==> src/rtl/uart_line_arbiter.sv <==
// Round-robin arbiter that gives one requester at a time a whole line on a shared UART byte stream.
// A newline is forced when a line reaches LINE_MAX bytes or when its owner stalls too long.
module uart_line_arbiter #(
    parameter int NUM_REQ      = 4,
    parameter int LINE_MAX     = 132,
    parameter int IDLE_TIMEOUT = 1024
) (
    input  logic                 clk,
    input  logic                 reset,
    input  logic                 arb_en,
    input  logic [NUM_REQ-1:0]   req_valid,
    input  logic [NUM_REQ*8-1:0] req_data,
    output logic [NUM_REQ-1:0]   req_ready,
    output logic                 tx_valid,
    output logic [7:0]           tx_data,
    input  logic                 tx_ready,
    output logic                 grant_active,
    output logic [2:0]           grant_id,
    output logic                 timeout_pulse,
    output logic [15:0]          lines_done
);
    localparam int OW = (NUM_REQ > 1) ? $clog2(NUM_REQ) : 1;
    localparam int BW = $clog2(LINE_MAX + 1);
    localparam int IW = (IDLE_TIMEOUT > 1) ? $clog2(IDLE_TIMEOUT) : 1;

    localparam logic [7:0]    NEWLINE   = 8'h0A;
    localparam logic [BW-1:0] LINE_LAST = BW'(LINE_MAX - 1);
    localparam logic [IW-1:0] IDLE_LAST = IW'(IDLE_TIMEOUT - 1);
    localparam logic [OW-1:0] LAST_REQ  = OW'(NUM_REQ - 1);

    typedef enum logic [1:0] {
        ST_IDLE,
        ST_LOCKED,
        ST_INSERT_NL
    } state_e;

    state_e        state_q, state_d;
    logic [OW-1:0] owner_q, owner_d;
    logic [OW-1:0] last_grant_q, last_grant_d;
    logic [BW-1:0] byte_cnt_q, byte_cnt_d;
    logic [IW-1:0] idle_cnt_q, idle_cnt_d;
    logic [15:0]   lines_done_q, lines_done_d;

    logic [7:0]    req_bytes [NUM_REQ];
    logic [OW-1:0] above_idx, any_idx, win_idx;
    logic          above_found;
    logic [15:0]   lines_inc;

    for (genvar g = 0; g < NUM_REQ; g++) begin : g_bytes
        assign req_bytes[g] = req_data[8*g +: 8];
    end

    // Lowest valid index above last_grant wins; otherwise wrap to the lowest valid index.
    always_comb begin
        above_found = 1'b0;
        above_idx   = '0;
        any_idx     = '0;
        for (int j = NUM_REQ - 1; j >= 0; j--) begin
            if (req_valid[j]) begin
                any_idx = OW'(j);
                if (OW'(j) > last_grant_q) begin
                    above_found = 1'b1;
                    above_idx   = OW'(j);
                end
            end
        end
    end

    assign win_idx   = above_found ? above_idx : any_idx;
    assign lines_inc = (lines_done_q == 16'hFFFF) ? lines_done_q : lines_done_q + 16'd1;

    // NOTE: every output and next-state signal gets a default first so no path infers a latch.
    always_comb begin
        state_d       = state_q;
        owner_d       = owner_q;
        last_grant_d  = last_grant_q;
        byte_cnt_d    = byte_cnt_q;
        idle_cnt_d    = idle_cnt_q;
        lines_done_d  = lines_done_q;
        tx_valid      = 1'b0;
        tx_data       = 8'h00;
        req_ready     = '0;
        timeout_pulse = 1'b0;

        case (state_q)
            ST_IDLE: begin
                if (arb_en && (|req_valid)) begin
                    state_d      = ST_LOCKED;
                    owner_d      = win_idx;
                    last_grant_d = win_idx;
                    byte_cnt_d   = '0;
                    idle_cnt_d   = '0;
                end
            end

            ST_LOCKED: begin
                tx_valid = req_valid[owner_q];
                tx_data  = tx_valid ? req_bytes[owner_q] : 8'h00;
                for (int j = 0; j < NUM_REQ; j++) begin
                    req_ready[j] = tx_ready && (OW'(j) == owner_q);
                end

                if (tx_valid && tx_ready) begin
                    if (tx_data == NEWLINE) begin
                        state_d      = ST_IDLE;
                        lines_done_d = lines_inc;
                    end else begin
                        byte_cnt_d = byte_cnt_q + 1'b1;
                        idle_cnt_d = '0;
                        if (byte_cnt_q == LINE_LAST) begin
                            state_d = ST_INSERT_NL;
                        end
                    end
                end else if (idle_cnt_q == IDLE_LAST) begin
                    // An empty line is simply dropped; a partial one is closed with a newline.
                    timeout_pulse = 1'b1;
                    state_d       = (byte_cnt_q == '0) ? ST_IDLE : ST_INSERT_NL;
                end else begin
                    idle_cnt_d = idle_cnt_q + 1'b1;
                end
            end

            ST_INSERT_NL: begin
                tx_valid = 1'b1;
                tx_data  = NEWLINE;
                if (tx_ready) begin
                    state_d      = ST_IDLE;
                    lines_done_d = lines_inc;
                end
            end

            default: state_d = ST_IDLE;
        endcase
    end

    // NOTE: non-blocking assignments so every flop samples the values from before the edge.
    always_ff @(posedge clk or posedge reset) begin
        if (reset) begin
            state_q      <= ST_IDLE;
            owner_q      <= '0;
            last_grant_q <= LAST_REQ;
            byte_cnt_q   <= '0;
            idle_cnt_q   <= '0;
            lines_done_q <= '0;
        end else begin
            state_q      <= state_d;
            owner_q      <= owner_d;
            last_grant_q <= last_grant_d;
            byte_cnt_q   <= byte_cnt_d;
            idle_cnt_q   <= idle_cnt_d;
            lines_done_q <= lines_done_d;
        end
    end

    assign grant_active = (state_q != ST_IDLE);
    assign grant_id     = 3'(owner_q);
    assign lines_done   = lines_done_q;

endmodule

==> config.mk <==
export PLATFORM = sky130hd
export DESIGN_NAME = uart_line_arbiter
export DESIGN_NICKNAME = d
export VERILOG_FILES = /design/src/rtl/uart_line_arbiter.sv
export SDC_FILE = /design/constraint.sdc
export NUM_CORES = 1
export LEC_CHECK = 0
export BUFFER_PORTS_ARGS = -buffer_cell sky130_fd_sc_hd__buf_2
export CAP_MARGIN = 5
export CORE_MARGIN = 2
export CORE_UTILIZATION = 55
export DETAILED_ROUTE_END_ITERATION = 10
export GPL_TIMING_DRIVEN = 0
export PLACE_DENSITY_LB_ADDON = 0.15
export SLEW_MARGIN = 20
export SYNTH_ARGS = -nofsm -noshare
export SYNTH_HDL_FRONTEND = slang
export SYNTH_SLANG_ARGS = --single-unit
==> constraint.sdc <==
create_clock -name clk -period 4.2 [get_ports clk]
set_input_delay 1.05 -clock clk [delete_from_list [all_inputs] [get_ports clk]]
set_output_delay 1.05 -clock clk [all_outputs]
set_load 0.02 [all_outputs]
==> Implementation_results.wiki <==
{| class="wikitable"
! Metric !! Value
|-
| Status || finished, final reports clean
|-
| Static leakage || 1.60 nW
|-
| Full die area || between 5000 and 6000 um^2
|-
| Number of endpoints with negative hold slack in the final report || 0
|-
| Maximum root-to-sink buffer count || 2
|-
| Number of global-route vias before repair || between 2k and 2.5k
|-
| Ranking of synthesized cells by area || dfrtp_1, mux4_1, xor2_1
|-
| Crit path DAT || around 2400 ps
|-
| Distinct cell type count after synthesis || 60
|-
| Ranking of synthesized cells by instance count || dfrtp_1, nand2_1, o21ai_0, nand3_1, nor2_1
|-
| Share of the synthesized area in the top cell type || 0.342
|-
| Num ports || 74
|-
| Post-DR vias/cell || between 5 and 6
|-
| Async set-reset flop share out of synthesis || 1.00
|-
| Worst voltage drop across the vdd grid || between 0.3 and 0.4 mV
|-
| Maximum frequency from static timing analysis || 291 MHz
|-
| Worst R2R Start || owner_q[0]
|-
| Floorplan Core Area || 4790 um^2
|-
| Worst setup EP type || primary output
|-
| Maximum net fanout on the critical path || 8
|-
| Global-route usage over all layers || 0.247
|-
| Port bufs || 72
|-
| CTS Buf Count || 5
|-
| Hold wc startpoint || lines_done[12]
|-
| Cell type with the highest aggregate area in the netlist || dfrtp_1
|-
| Total gr overflow || 0
|-
| Tcrit/Tclk final || 0.819
|-
| Max-cap violation count || 0
|-
| Largest family of logic cells by synthesized area || simple AND/OR/NAND/NOR gates
|-
| Switching power total || 0.000916 W
|-
| CP startpoint || req_valid[1]
|-
| Total clock sinks || 40
|-
| Count of flip-flops with a built-in enable after synthesis || 0
|-
| Combinational power share || 0.546
|-
| Final Slew Violations || 0
|-
| Switching power share of the total || 0.450
|-
| Die span in x || between 70 and 80 um
|-
| Basic-gate share of the synthesized area counting and, or, nand and nor cells || 0.260
|-
| First-pass DRT Iterations || 4
|-
| Register clock-pin slew on the reported worst setup and hold paths || 80 ps
|-
| Reg power frac || 0.289
|-
| Type of the worst min-delay path || flop to flop
|-
| Initial cell density of the core || 0.580
|-
| Area growth from synthesis to layout || 21.1%
|-
| TritonCTS clock tree || yes
|-
| Max Clock Skew || between 4 and 5 ps
|-
| Unrepaired setup endpoints after global routing || false
|-
| Residual antenna-violating net count after detailed routing || 0
|-
| Violation count after the first detailed-route iteration || 100
|-
| Slew @ Worst Pin || 827 ps
|-
| Quantity of gates resized following cts || 0
|-
| Clock root buffer || clkbuf_8
|-
| Setup Viol. Count Final || 0
|-
| Syn_nets || between 300 and 400
|-
| Fin Hold WS || 491 ps
|-
| Total standard cell area after synthesis || 2780 um^2
|-
| Most common cell in the synthesized netlist || dfrtp_1
|-
| Share of layout cells above drive strength 1 || 0.304
|-
| Required time at the worst-slack endpoint || approximately 3200 ps
|-
| Synth Area in Compound Gates || 0.148
|-
| Share of cell area taken by muxes after synthesis || 0.0996
|-
| Clk_lat worst skew || 290 ps
|-
| Setup_tns || 0 ps
|-
| Post-synthesis share of cell area spent on full adders, half adders and majority gates || 0.0315
|-
| Cells after synthesis || around 280
|-
| Register area share after synthesis || 0.361
|-
| Floorplan die height || ~75 um
|-
| Post-layout net count || approximately 410
|-
| Number of buffers inserted to repair setup after CTS || 0
|-
| Post-synth top flop || dfrtp_1
|-
| Number of flip-flops and latches in the synthesized netlist || 40
|-
| Total wire length after detailed routing || approximately 6.5 mm
|-
| Startpoint kind of the worst setup timing path || input port
|-
| Power Internal || between 0.001 and 0.0015 W
|-
| Post-detailed-placement half-perimeter wirelength || roughly 5.0 mm
|-
| Sum of internal, switching and leakage power || around 0.0020 W
|-
| Pwr Density || between 600 and 700 nW/um^2
|-
| Synth Warn # || 0
|-
| Clock Power Share || 0.165
|-
| Post-detailed-route wirelength per cell || around 15 um
|-
| Number of non-filler instances in the completed layout || around 430
|-
| DRC violations left || 0
|-
| First-pass GRT wire length || 10.8 mm
|-
| Pin count of the biggest net entering global routing || 30
|-
| Final core occ || 0.702
|-
| DP Cell Count || roughly 420
|-
| Number of antenna violations at the first check in global routing || 0
|-
| Slew margin rel. || 0.449
|-
| Number of placement rows || 25
|-
| Number of diodes || 0
|-
| Hold-fix buffers, CTS || 0
|-
| Final critical path time including I/O delays and setup || about 3400 ps
|-
| Post-synthesis xor/xnor area fraction || 0.0473
|-
| Worst Setup Path Type || input port to primary output
|-
| H-tree lvl count || 2
|-
| Mean cell area of the mapped netlist || a little under 10 um^2
|-
| Routed vias || between 2k and 2.5k
|-
| Routability Congestion || ~0.85
|}
==> power groups by stage <==
stage | Sequential [W] | Clock (W) | Combinational, W
4_1_cts | 0.000585 | 0.000339 | 0.00111
3_3_place_gp | 0.000586 | 0 | 0.00107
2_1_floorplan | 0.000618 | 0 | 0.000785
6_report | 0.000588 | 0.000335 | 0.00111
5_1_grt | 0.000601 | 0.000361 | 0.00121
3_5_place_dp | 0.000592 | 0 | 0.00110
==> cell usage in the layout, fill, tap and decap left out, types with 3 or more instances in the layout <==
master and instances:
dfrtp_1 38, nor4_2 5, clkbuf_8 8, nand2_1 24
buf_2 73, inv_1 14, a21oi_1 5, nor2_1 19
ha_1 7, o22ai_1 4, or3_1 3, o21ai_0 21
and3_1 4, buf_6 3, and2_1 5, xor2_1 13
nand3_1 19, o211ai_1 5, mux4_1 6, nor4b_1 3
nand4_1 5, a31oi_1 3, mux2i_1 4, mux4_2 3
nor3_1 13, nor4_1 6
==> per-stage QoR <==
stage	setup WS, ps	instance area [um^2]
after global placement	790	3220
after floorplan	1070	2780
after global routing	712	3360
final	761	3360
after detailed placement	783	3240
after CTS	783	3360
==> flip-flops by register name (all words and copies together) (netlist names) <==
| signal | count |
|---|---|
| byte_cnt_q | 8 |
| idle_cnt_q | 10 |
| last_grant_q | 2 |
| lines_done | 16 |
| owner_q | 2 |
| state_q | 2 |
==> critical path: stages <==
cell and delay [ps]:
buf_2 130, mux4_1 570, nand2_1 160, nor2_1 120, and2_2 200, buf_2 150
==> cell type report <==
cell class                 instances  area, um^2
fill                             377        1420
tap                               67        83.8
clock inverter                     2        38.8
clock buffer                       6        82.6
sequential                        40        1000
timing repair buffer              73         380
inverter                          15        56.3
multi-input combinational        219        1630
buffer                            10        85.1
==> final timing paths <==
check,cells after the start,endpoint,slack [ps]
worst max-delay path,6,tx_data[4],760
worst min-delay path,1,lines_done[12],490
worst max register to register,7,idle_cnt_q[8],1460
worst min register to register,1,lines_done[12],490
max in group asynchronous,3,byte_cnt_q[2],3090
min in group asynchronous,2,idle_cnt_q[2],680
==> cells by family after synthesis <==
logic type	Yosys count
mux	14
other cells	1
buf+inv	25
compound gates	60
xor+xnor	15
simple gates	122
flops	40
fa+ha+maj	7
==> routing by layer <==
layer | part of all wire | global-route usage | vias to the layer above
met2 | 0.49 | 0.425 | 58
met5 | 0 | 0 | -
li1 | - | - | 1234
met1 | 0.47 | 0.325 | 1192
met4 | 0.013 | 0.0615 | 0
met3 | 0.029 | 0.0402 | 14
Note: power is estimated with default switching activity, not from simulation.
